$ cat config.mk
export PLATFORM = sky130hd
export DESIGN_NAME = exhaustive_stim_sequencer
export DESIGN_NICKNAME = d
export VERILOG_FILES = /design/src/rtl/exhaustive_stim_sequencer.sv
export SDC_FILE = /design/constraint.sdc
export NUM_CORES = 1
export LEC_CHECK = 0
export ABC_CLOCK_PERIOD_IN_PS = 2370
export CORE_ASPECT_RATIO = 0.5
export CORE_MARGIN = 8
export CORE_UTILIZATION = 25
export CTS_BUF_LIST = sky130_fd_sc_hd__clkbuf_4 sky130_fd_sc_hd__clkbuf_8
export CTS_CLUSTER_DIAMETER = 100
export DETAILED_ROUTE_END_ITERATION = 6
export GPL_ROUTABILITY_DRIVEN = 0
export PLACE_DENSITY = 0.43
export SLEW_MARGIN = 30
export SYNTH_ARGS = -nofsm -noshare
export SYNTH_HDL_FRONTEND = slang
export SYNTH_SLANG_ARGS = --single-unit
$ cat constraint.sdc
create_clock -name clk -period 2.37 [get_ports clk]
set_input_delay 0.3555 -clock clk [delete_from_list [all_inputs] [get_ports clk]]
set_output_delay 0.3555 -clock clk [all_outputs]
set_load 0.005 [all_outputs]
$ cat src/rtl/exhaustive_stim_sequencer.sv
// exhaustive_stim_sequencer
//   Walks a gate-level circuit's primary inputs through every combination
//   0 .. 2**N_IN-1. Each vector is held for SETTLE cycles so that gate delays
//   can propagate. The circuit response is then captured and offered to a
//   logger as {vector, response, stability flag} over a valid/ready handshake.
//
// Ports
//   clk          clock, rising edge
//   rst_n        asynchronous active-low reset
//   start        begin a sweep (sampled in IDLE only)
//   abort        stop a sweep from any non-IDLE state
//   stim_o       circuit primary inputs (MSB = first input)
//   resp_i       circuit outputs
//   cap_valid    capture record presented
//   cap_ready    logger accepts record
//   cap_vec      vector that produced the record
//   cap_resp     resp_i sampled at the capture edge
//   cap_unstable resp_i changed between the last two settle cycles
//   busy         high in SETTLE and CAPTURE
//   done         one-cycle pulse after the final record is accepted
module exhaustive_stim_sequencer #(
  parameter int unsigned N_IN   = 4,
  parameter int unsigned N_OUT  = 1,
  parameter int unsigned SETTLE = 4
) (
  input  logic             clk,
  input  logic             rst_n,
  input  logic             start,
  input  logic             abort,
  output logic [N_IN-1:0]  stim_o,
  input  logic [N_OUT-1:0] resp_i,
  output logic             cap_valid,
  input  logic             cap_ready,
  output logic [N_IN-1:0]  cap_vec,
  output logic [N_OUT-1:0] cap_resp,
  output logic             cap_unstable,
  output logic             busy,
  output logic             done
);

  typedef enum logic [1:0] {ST_IDLE, ST_SETTLE, ST_CAPTURE, ST_DONE} state_t;

  localparam logic [N_IN-1:0] VEC_LAST = '1;
  localparam logic [7:0]      CNT_LOAD = 8'(SETTLE - 1);

  state_t           state_q, state_d;
  logic [N_IN-1:0]  vec_q, vec_d;
  logic [7:0]       cnt_q, cnt_d;
  logic [N_OUT-1:0] resp_prev_q, resp_prev_d;
  logic             cap_valid_q, cap_valid_d;
  logic [N_IN-1:0]  cap_vec_q, cap_vec_d;
  logic [N_OUT-1:0] cap_resp_q, cap_resp_d;
  logic             cap_unst_q, cap_unst_d;

  always_ff @(posedge clk or negedge rst_n) begin
    if (!rst_n) begin
      state_q     <= ST_IDLE;
      vec_q       <= '0;
      cnt_q       <= '0;
      resp_prev_q <= '0;
      cap_valid_q <= 1'b0;
      cap_vec_q   <= '0;
      cap_resp_q  <= '0;
      cap_unst_q  <= 1'b0;
    end else begin
      state_q     <= state_d;
      vec_q       <= vec_d;
      cnt_q       <= cnt_d;
      resp_prev_q <= resp_prev_d;
      cap_valid_q <= cap_valid_d;
      cap_vec_q   <= cap_vec_d;
      cap_resp_q  <= cap_resp_d;
      cap_unst_q  <= cap_unst_d;
    end
  end

  // The vector counter doubles as the stimulus register: it is held in IDLE,
  // cleared on abort and on start, so stim_o needs no separate flop.
  always_comb begin
    state_d     = state_q;
    vec_d       = vec_q;
    cnt_d       = cnt_q;
    resp_prev_d = resp_prev_q;
    cap_valid_d = cap_valid_q;
    cap_vec_d   = cap_vec_q;
    cap_resp_d  = cap_resp_q;
    cap_unst_d  = cap_unst_q;

    unique case (state_q)
      ST_IDLE: begin
        if (start && !abort) begin
          state_d = ST_SETTLE;
          vec_d   = '0;
          cnt_d   = CNT_LOAD;
        end
      end

      ST_SETTLE: begin
        resp_prev_d = resp_i;
        if (abort) begin
          state_d     = ST_IDLE;
          vec_d       = '0;
          cap_valid_d = 1'b0;
        end else if (cnt_q == '0) begin
          state_d     = ST_CAPTURE;
          cap_resp_d  = resp_i;
          cap_vec_d   = vec_q;
          cap_unst_d  = (resp_i != resp_prev_q);
          cap_valid_d = 1'b1;
        end else begin
          cnt_d = cnt_q - 8'd1;
        end
      end

      ST_CAPTURE: begin
        if (abort) begin
          state_d     = ST_IDLE;
          vec_d       = '0;
          cap_valid_d = 1'b0;
        end else if (cap_ready) begin
          cap_valid_d = 1'b0;
          if (vec_q != VEC_LAST) begin
            state_d = ST_SETTLE;
            vec_d   = vec_q + N_IN'(1);
            cnt_d   = CNT_LOAD;
          end else begin
            state_d = ST_DONE;
          end
        end
      end

      ST_DONE: begin
        state_d = ST_IDLE;
        if (abort) begin
          vec_d = '0;
        end
      end

      default: state_d = ST_IDLE;
    endcase
  end

  assign stim_o       = vec_q;
  assign cap_valid    = cap_valid_q;
  assign cap_vec      = cap_vec_q;
  assign cap_resp     = cap_resp_q;
  assign cap_unstable = cap_unst_q;
  assign busy         = (state_q == ST_SETTLE) || (state_q == ST_CAPTURE);
  assign done         = (state_q == ST_DONE);

endmodule
Word-level counts from Yosys, hierarchy flattened:

Index checks and enable logic that the tools add are counted.

* multiplexer cells: 25
* reductions and logical operators: 13
* equality and inequality tests: 15
* bitwise logic cells: 1
* $add $sub $neg: 2

Operators by type and width (count)
* $mux 8: 6
* $pmux 8 s3: 1
* $mux 4: 5
* $mux 2: 6
* $ne 2x2->1 const B: 6
* $pmux 4 s3: 1
* $ne 3x3->1 const B: 3
* $reduce_and 3->1: 3
* $logic_not 8->1: 1
* $pmux 2 s4: 1
* $sub 8x1->8 const B: 1
* $reduce_and 7->1: 1
* $add 4x1->4 const B: 1
* $eq 2x2->1 const B: 2
* $mux 1: 4
* $ne 4x4->1 const B: 1
* $reduce_and 4->1: 1
* $reduce_bool 3->1: 1
* $eq 2x1->1 const B: 1
* $logic_not 2->1: 1
* $ne 2x1->1 const B: 1
* $pmux 1 s2: 1
* $reduce_bool 2->1: 1
* $reduce_or 2->1: 1
* 5 further kinds: 5

* bits of input ports: 6
* register bits: 22

Logic depth before layout (Yosys ltp):

Gate-level depths: netlist of the first run.

* depth in word-level cells: 5
* gate-level depth with buffers: 8
* mapped depth without buffers: 6

Worst setup path before layout of the first run:

No wires, ideal clock.

* path type: flip-flop to flip-flop
* start point: register state_q[1]
* end point: register cnt_q[0]
* cell stages (with the launch flop): 9
* data arrival time: 1939 ps
* library setup time: 125 ps
* slack: 306 ps
* data required time: 2245 ps
* period minus slack after synthesis: 2064 ps
* cells stage by stage: dfrtp_1 inv_1 ha_1 buf_2 o21a_1 a2111o_1 buf_6 or2_4 mux2_2

* word-level cells in the longest chain between the ends: 3
* elaborated cells between the ends (all ways): 12
* classes of those cells: 8 x eq/ne; 1 x mux; 3 x reduce/logical

RTL lines
* start: declaration: RTL line 46 `state_t state_q, state_d;`
* start signal: assignment: RTL line 66 `state_q <= state_d;`
* $eq 2x2->1 (tied with other cells): RTL line 89 `unique case (state_q)`
* $ne 2x2->1 (no line) or $reduce_bool 3->1 (tied branches)
* $reduce_and 7->1 (no line)
* end signal: assignment: RTL line 68 `cnt_q <= cnt_d;`
* end: declaration: RTL line 48 `logic [7:0] cnt_q, cnt_d;`

Several ways; a longest one is shown, not always the timed one.
A chain may end at the register's enable or synchronous reset.

Worst setup path after layout of the first run:

* start point: register state_q[0]
* end point: register cnt_q[7]

The elaborated chain is that of the path after synthesis.

==> results of run 1 <==
## how the worst max path moves through the flow
stage,startpoint,end,slack [ps],cells past startpoint
after floorplan,state_q[1],cnt_q[0],310,8
after global placement,abort,cnt_q[0],100,5
after detailed placement,abort,cnt_q[7],70,5
after CTS,state_q[0],cnt_q[7],200,6
after global routing,state_q[0],cnt_q[7],40,6
final,state_q[0],cnt_q[7],200,6
## Yosys cell counts, drive strengths merged, types with 4 or more instances
master,count,share of area [%]
a21boi,4,2.3
a21oi,6,2.3
dfrtp,22,41
ha,8,7.5
inv,8,2.3
mux2,8,6.8
nand2,6,1.7
nand2b,5,2.9
nor2,7,2.0
o21ai,11,4.1
o31ai,4,2.3
## through the flow
| stage | setup WS [ps] | instances |
|---|---|---|
| after floorplan | 306.2 | 132 |
| after global placement | 104.1 | 220 |
| after detailed placement | 65.42 | 220 |
| after CTS | 200.7 | 224 |
| after global routing | 38.18 | 224 |
| final | 200.8 | 224 |
## sequential cells by signal (all words and copies together), names as in the netlist
name	cells
cap_valid	1
cap_unstable	1
state_q	2
cap_resp	1
cap_vec	4
cnt_q	8
stim_o	4
resp_prev_q	1
## logic make-up after synthesis
kind of cell | Yosys count
fa+ha+maj | 8
xor+xnor | 1
compound gates | 40
buf+inv | 13
mux | 9
simple gates | 39
flops | 22
## area by class of cell
type                       instances  area share [%]
timing repair buffer              23           13.04
clock buffer                       3           2.474
inverter                           8           1.799
sequential                        22           32.98
clock inverter                     1           1.799
multi-input combinational         97           42.65
tap                               70           5.247
## routing by layer
metal | vias to the layer above | track usage (%)
li1 | 532 | -
met5 | - | 0
met3 | 5 | 2.413
met1 | 496 | 10.34
met2 | 13 | 13.69
met4 | 0 | 3.744
## report_power, final
group          switching [mW]  leakage, nW  internal [mW]
Combinational           0.417        0.396          0.387
Sequential             0.0917        0.292          0.476
Clock                   0.132       0.0357          0.226
Total                   0.641        0.723           1.09
==> flow_metrics.tcl, run 1 <==
set metrics [dict create \
    seqCellArea_sq_um 550.5 \
    synth_nets 146 \
    syn_inst 132 \
    vias 1046 \
    hold_viol_final 0 \
    reg2regPathDepth 6 \
    whs_ps 428.0 \
    place_hpwl_mm 2.324 \
    ios 19 \
    cp.required_ps 2560 \
    num_rows 18 \
    groute.usage.overall_pct 8.392 \
    ant_nets 0 \
    drt_wl_total_mm 3.070 \
    h-tree-depth 1 \
    initial_core_util_pct 26.43 \
    synth_simple_gate_area_share_pct 17.34 \
    area.growth.synth_to_final_pct 25.73 \
    ys.flop_type "dfrtp_1" \
    crit_slowest_cell "or4_1" \
    placed_area_sq_um 1598 \
    top_layer "met4" \
    cts_hold_buf 0 \
    nFillCells 513 \
    ir_drop_mv 0.3035 \
    path_cells "inv_1 > ha_1 > a41o_1 > a2111o_1 > or4_1 > o21ai_0" \
    die_x_microns 119.1 \
    syn_avg_cell_area_sq_um 10.06 \
    critical_path_class "reg2reg" \
    p_per_area_nw_per_um2 1036 \
    grt_remaining_overflow 0 \
    status "finished, final reports clean" \
    path_clk_slew_ps 90 \
    crit_family "compound AO/OA/AOI/OAI gates" \
    wl_met2_mm 1.325 \
    fin_area_sq_um 1669 \
    drc_errors 0 \
    syn_area_sq_um 1328 \
    fin_skew_ps 9.498 \
    grt_max_degree 23 \
    slew_headroom_pct 72.21 \
    async_flop_share_pct 100.0 \
    layout_common_cells "dfrtp_1 (22), clkdlybuf4s50_1 (18), o21ai_0 (10)" \
    root_buffer "clkbuf_8" \
    synthXorXnorAreaFrac_pct 0.6598 \
    reg2reg_to "cnt_q[7]" \
    dr_wl_met3_microns 105 \
    place.port_buffers 18 \
    ys_types 42 \
    fmax_ghz 0.4610 \
    cp_data_arrival_time_ps 2360 \
    grt_setup_unrepaired "no" \
    diodes 0 \
    synthAdderAreaFrac_pct 7.540 \
    drt-initial-drc-count 52 \
    drive_gt1_share_pct 12.99 \
    regToRegSetupSlack_ps 200 \
    post-route-period-util_pct 91.53 \
    final_common_cell "dfrtp_1" \
    fin_util_pct 33.23 \
    synth_compound_area_share_pct 20.55 \
    min_period_ps 2169 \
    postCtsSetupBuffers 0 \
    drv_slew 0 \
    wirelength_met1_mm 1.581 \
    critPathCaptureType "flop" \
    fp.dieArea_sq_um 8039 \
    hold_class "in2async" \
    multi_input_comb_area_sq_um 711.9 \
    r2r-start "state_q[0]" \
    dr.pass1.iters 4 \
    wl_per_cell_microns 13.71 \
    fp.coreArea_sq_um 5022 \
    ys_warn_count 0 \
    final_nets 169 \
    worst_setup_path_start_kind "flop" \
    grt_pass1_vias 1097 \
    synth_seq_cells 22 \
    tritoncts "yes" \
    cts_buffers 3 \
    p_leak_nw 0.7232 \
    power_mw 1.730 \
    crit_fanout 9 \
    cpPeakStageDelay_ps 510 \
    synthMuxAreaShare_pct 7.540 \
    synth-seq-area-share_pct 41.47 \
    fin_tns_setup_ps 0 \
    antenna_found_initial 0 \
    grt_pass1_wl_mm 5.409 \
    die_h_microns 67.53 \
    ctsLongestPathBuffers 2 \
    crit_buf_inv 1 \
    synth_top_family_by_area "compound AO/OA/AOI/OAI gates" \
    routed_via_density 4.670 \
    drv_cap 0 \
    synth-edff-count 0 \
    cts_resized 0 \
    cts_sinks 22 \
    worstMarginPinSlew_ps 416.0 \
    clock_latency_ps 270 \
    finalSetupViolCount 0 \
]
(Power assumes the default switching activity.)
==> run 2, diff against run 1 <==
CORE_ASPECT_RATIO = default   (was 0.5)
HOLD_SLACK_MARGIN = 0.12   (was default)
==> run 2 against run 1 <==
Effect of this change:
- hold slack improved by 5.0 ps
- critical path depth unchanged
- combinational power increased by 2%
- sequential power increased by 0.7%
- highest routed layer unchanged
- clock power decreased by 35%
- via count increased by 3.9%
- count of clock-buffer cells in the layout unchanged
- final area decreased by 1.8%
- worst setup slack improved by 75 ps
==> flow_metrics.tcl, run 2 (synthesis results as in run 1) <==
set metrics [dict create \
    finalSetupViolCount 0 \
    dr_wl_met3_microns 119 \
    slew_headroom_pct 69.92 \
    layout_common_cells "dfrtp_1 (22), clkdlybuf4s50_1 (18), o21ai_0 (10)" \
    place_hpwl_mm 2.449 \
    placed_area_sq_um 1598 \
    num_rows 26 \
    antenna_found_initial 0 \
    nFillCells 540 \
    ctsLongestPathBuffers 2 \
    place.port_buffers 18 \
    crit_family "compound AO/OA/AOI/OAI gates" \
    hold_viol_final 0 \
    ios 19 \
    tritoncts "yes" \
    drc_errors 0 \
    cts_sinks 22 \
    crit_slowest_cell "or4_1" \
    fp.dieArea_sq_um 7898 \
    vias 1087 \
    area.growth.synth_to_final_pct 23.47 \
    path_clk_slew_ps 90 \
    fin_ws_ps 275.7 \
    root_buffer "clkbuf_8" \
    status "finished, final reports clean" \
    drv_slew 0 \
    drive_gt1_share_pct 12.42 \
    crit_fanout 9 \
    cts_resized 0 \
    routed_via_density 4.874 \
    p_per_area_nw_per_um2 990.5 \
    hold_class "in2async" \
    final_common_cell "dfrtp_1" \
    min_period_ps 2094 \
    die_x_microns 88.87 \
    cts_buffers 3 \
    critical_path_class "reg2reg" \
    dp_slack_ps 137.3 \
    fin_skew_ps 12.96 \
    top_layer "met4" \
    fin_tns_setup_ps 0 \
    ant_nets 0 \
    worst_setup_path_start_kind "flop" \
    groute.usage.overall_pct 8.592 \
    fin_area_sq_um 1639 \
    fmax_ghz 0.4775 \
    regMostFlops "cnt_q" \
    ir_drop_mv 0.4803 \
    final_nets 169 \
    initial_core_util_pct 25.99 \
    cts_hold_buf 0 \
    diodes 0 \
    grt_remaining_overflow 0 \
    crit_buf_inv 1 \
    grt_pass1_vias 1059 \
    die_h_microns 88.87 \
    p_leak_nw 0.7091 \
    dr.pass1.iters 4 \
    h-tree-depth 1 \
    largest_reg_flops 8 \
    grt_max_degree 23 \
    wirelength_met1_mm 1.577 \
    fp.coreArea_sq_um 5107 \
    grt_pass1_wl_mm 5.333 \
    wl_per_cell_microns 14.69 \
    cp_data_arrival_time_ps 2280 \
    postCtsSetupBuffers 0 \
    path_cells "inv_1 > ha_1 > a41o_1 > a2111o_1 > or4_1 > o21ai_0" \
    clock_latency_ps 260 \
    worstMarginPinSlew_ps 450.3 \
    post-route-period-util_pct 88.37 \
    drt-initial-drc-count 73 \
    cp.required_ps 2560 \
    cpPeakStageDelay_ps 500 \
    drt_wl_total_mm 3.275 \
    drv_cap 0 \
    critPathCaptureType "flop" \
    grt_setup_unrepaired "no" \
    wl_met2_mm 1.518 \
]
==> run 2: cell types whose count changed in the layout (fill, tap and decap cells not counted) <==
| cell | change |
|---|---|
| bufinv_16 | -1 |
==> run 2: through the flow <==
stage | utilization (%) | instances | power (mW) | hold slack, ps
2_1_floorplan | - | 132 | 1.104 | 59.91
3_3_place_gp | 31.28 | 220 | 1.386 | 485.1
3_5_place_dp | 31.28 | 220 | 1.395 | 489.6
4_1_cts | 32.09 | 223 | 1.643 | 442.8
5_1_grt | 32.09 | 223 | 1.766 | 450.6
6_report | 32.09 | 223 | 1.623 | 433.0
==> run 2: routing by layer <==
layer / up-vias / track usage (%)
met2: 21 / 13.54
met3: 4 / 1.671
met1: 526 / 11.30
met4: 0 / 2.919
met5: - / 0
li1: 536 / -
==> run 2: final timing paths <==
| check | startpoint | to | slack [ps] | cells after the start |
|---|---|---|---|---|
| min in group clk | cnt_q[5] | cnt_q[5] | 510 | 1 |
| min reg2reg | cnt_q[5] | cnt_q[5] | 510 | 1 |
| max reg2reg | state_q[0] | cnt_q[7] | 280 | 6 |
| max | state_q[0] | cnt_q[7] | 280 | 6 |
| max in group asynchronous | rst_n | cap_vec[1] | 1690 | 2 |
| min | rst_n | stim_o[1] | 430 | 2 |
==> run 2: report_power, final <==
part / internal, mW / switching (mW)
sequential: 0.477 / 0.0951
combinational: 0.390 / 0.430
clock: 0.113 / 0.119
==> run 2: worst reg2reg max path, cell delays in order, from the launching register on <==
cell      delay (ps)
dfrtp_1          420
inv_1            100
ha_1             310
a41o_1           260
a2111o_1         340
or4_1            500
o21ai_0           90
==> run 2: cell type report <==
class                   count  area, sq um  share of cell area, %
repair buffers             23        217.7                  13.28
inverters                   8        30.03                  1.832
well taps                  70        87.58                  5.344
clock buffers               3        41.29                  2.519
multi-input cells          97        711.9                  43.44
flip-flops and latches     22        550.5                  33.59
==> run 3, diff against run 2 <==
DONT_BUFFER_PORTS = 1   (was default)
PLACE_DENSITY = 0.38   (was 0.43)
==> run 3 against run 2 <==
Effect of this change:
- clock power grew 54%
- register-to-register slack about the same
- final area down 9.2%
- count of clock-buffer cells in the layout unchanged
- combinational power down 8.4%
- sequential power barely moved
- routed wire length decreased by 0.61%
- worst setup slack improved by 10 ps
- non-clock buffer count down 18
- clock skew shrank 8.5 ps
- total power up 3.6%
- core utilization fell by 2.9 points
==> flow_metrics.tcl, run 3 (synthesis results as in run 1) <==
set metrics [dict create \
    status "finished, final reports clean" \
    seq_power_share_pct 34.1 \
    root_buffer "clkbuf_8" \
    critPathCaptureType "flop" \
    regToRegSetupSlack_ps 290 \
    place.port_buffers 0 \
    reg2regPathDepth 6 \
    final_nets 151 \
    regMostFlops "cnt_q" \
    area.growth.synth_to_final_pct 12.16 \
    dr.pass1.iters 4 \
    crit_slowest_cell "dfrtp_1" \
    final_common_cell "dfrtp_1" \
    crit_fanout 9 \
    slew_headroom_pct 66.34 \
    h-tree-depth 1 \
    grt_setup_unrepaired "no" \
    post-route-period-util_pct 87.94 \
    groute.usage.overall_pct 8.906 \
    drv_slew 0 \
    hold_class "in2reg" \
    cts_hold_buf 1 \
    antenna_found_initial 0 \
    fp.coreArea_sq_um 5107 \
    reg2reg_to "cnt_q[0]" \
    grt_max_degree 23 \
    power_frac_comb_pct 44.6 \
    seqCellArea_sq_um 550.5 \
    fin_ws_ps 285.9 \
    place_inst 200 \
    cp_data_arrival_time_ps 2240 \
    critical_path_class "reg2reg" \
    fp.dieArea_sq_um 7898 \
    hold_path_end "state_q[1]" \
    dp_slack_ps 287.1 \
    switchingPower_mw 0.6540 \
    drive_gt1_share_pct 13.97 \
    initial_core_util_pct 25.99 \
    die_x_microns 88.87 \
    layout_common_cells "dfrtp_1 (22), o21ai_0 (10), inv_1 (8), mux2_2 (8), ha_1 (8)" \
    clock_latency_ps 260 \
    swShare_pct 38.87 \
    ios 19 \
    vias 1025 \
    placed_area_sq_um 1403 \
    crit_buf_inv 1 \
    holdPathStages 1 \
    finalNonFillerCells 206 \
    ctsLongestPathBuffers 2 \
    tritoncts "yes" \
    cts_resized 0 \
    largest_reg_flops 8 \
    p_per_area_nw_per_um2 1130 \
    grt_pass1_vias 1007 \
    wl_per_cell_microns 15.80 \
    multi_input_comb_area_sq_um 711.9 \
    hold_viol_final 0 \
    place_hpwl_mm 2.412 \
    cts_sinks 22 \
    num_rows 26 \
    intPower_mw 1.029 \
    grt_pass1_wl_mm 5.437 \
    fin_skew_ps 4.453 \
    r2r-start "state_q[0]" \
    path_clk_slew_ps 90 \
    fmax_ghz 0.4798 \
    min_period_ps 2084 \
    drt_wl_total_mm 3.255 \
    min_from "abort" \
    fin_area_sq_um 1489 \
    fin_tns_setup_ps 0 \
    ir_drop_mv 0.5257 \
    ant_nets 0 \
    die_h_microns 88.87 \
    cts_buffers 3 \
    postCtsSetupBuffers 0 \
    drt-initial-drc-count 63 \
    cpPeakStageDelay_ps 400 \
    drc_errors 0 \
    path_cells "inv_1 > ha_1 > a41o_1 > a2111o_1 > or2_4 > mux2_2" \
    drv_cap 0 \
    worstMarginPinSlew_ps 504.9 \
    grt_remaining_overflow 0 \
    p_leak_nw 0.6568 \
    diodes 0 \
    worst_setup_path_start_kind "flop" \
    finalSetupViolCount 0 \
    nFillCells 548 \
    crit_family "compound AO/OA/AOI/OAI gates" \
    routed_via_density 4.976 \
    cp.required_ps 2530 \
    clkPwrFrac_pct 21.3 \
]
run 3: metal layers:
layer | GRT usage, % | part of all wire [%]
met4 | 2.304 | 1.0
met1 | 11.81 | 48
met2 | 13.34 | 43
met3 | 2.971 | 7.5
met5 | 0 | 0
run 3: metrics by stage:
step / util (%) / hold slack (ps) / total power, mW
after global placement: 27.46 / 60.77 / 1.310
after detailed placement: 27.46 / 60.84 / 1.318
after global routing: 29.15 / 180.1 / 1.832
after CTS: 29.05 / 184.2 / 1.698
after floorplan: - / 59.91 / 1.104
final: 29.15 / 182.5 / 1.683
run 3: area by class of cell:
class	count	share of cell area, %
Timing Repair Buffer	5	2.521
Inverter	8	2.017
Clock buffer	3	2.773
Multi-Input combinational cell	97	47.82
Tap cell	70	5.882
Clock inverter	1	2.017
Sequential cell	22	36.97
run 3: how the worst max path moves through the flow:
stage | startpoint | end | slack [ps] | cells after the start
finish | state_q[0] | cnt_q[0] | 290 | 6
global route | state_q[0] | cnt_q[7] | 90 | 6
CTS | state_q[0] | cnt_q[0] | 260 | 6
detailed placement | state_q[0] | cnt_q[0] | 290 | 6
global placement | state_q[0] | cnt_q[7] | 330 | 6
floorplan | state_q[1] | cnt_q[0] | 310 | 8
run 3: worst reg2reg max path, delay by kind of cell, from the launching register on:
kind | cells | cell delay [ps]
AO/OA/AOI/OAI | 2 | 620
adder cells (fa/ha/maj) | 1 | 310
buffers and inverters | 1 | 90
flip-flops | 1 | 400
multiplexers | 1 | 260
AND/OR/NAND/NOR | 1 | 300
run 3: power by group through the flow:
stage          clock (mW)  sequential (mW)  combinational (mW)
6_report            0.358            0.574               0.751
5_1_grt             0.387            0.596               0.850
4_1_cts             0.370            0.575               0.752
3_5_place_dp            0            0.583               0.736
3_3_place_gp            0            0.581               0.729
2_1_floorplan           0            0.553               0.551
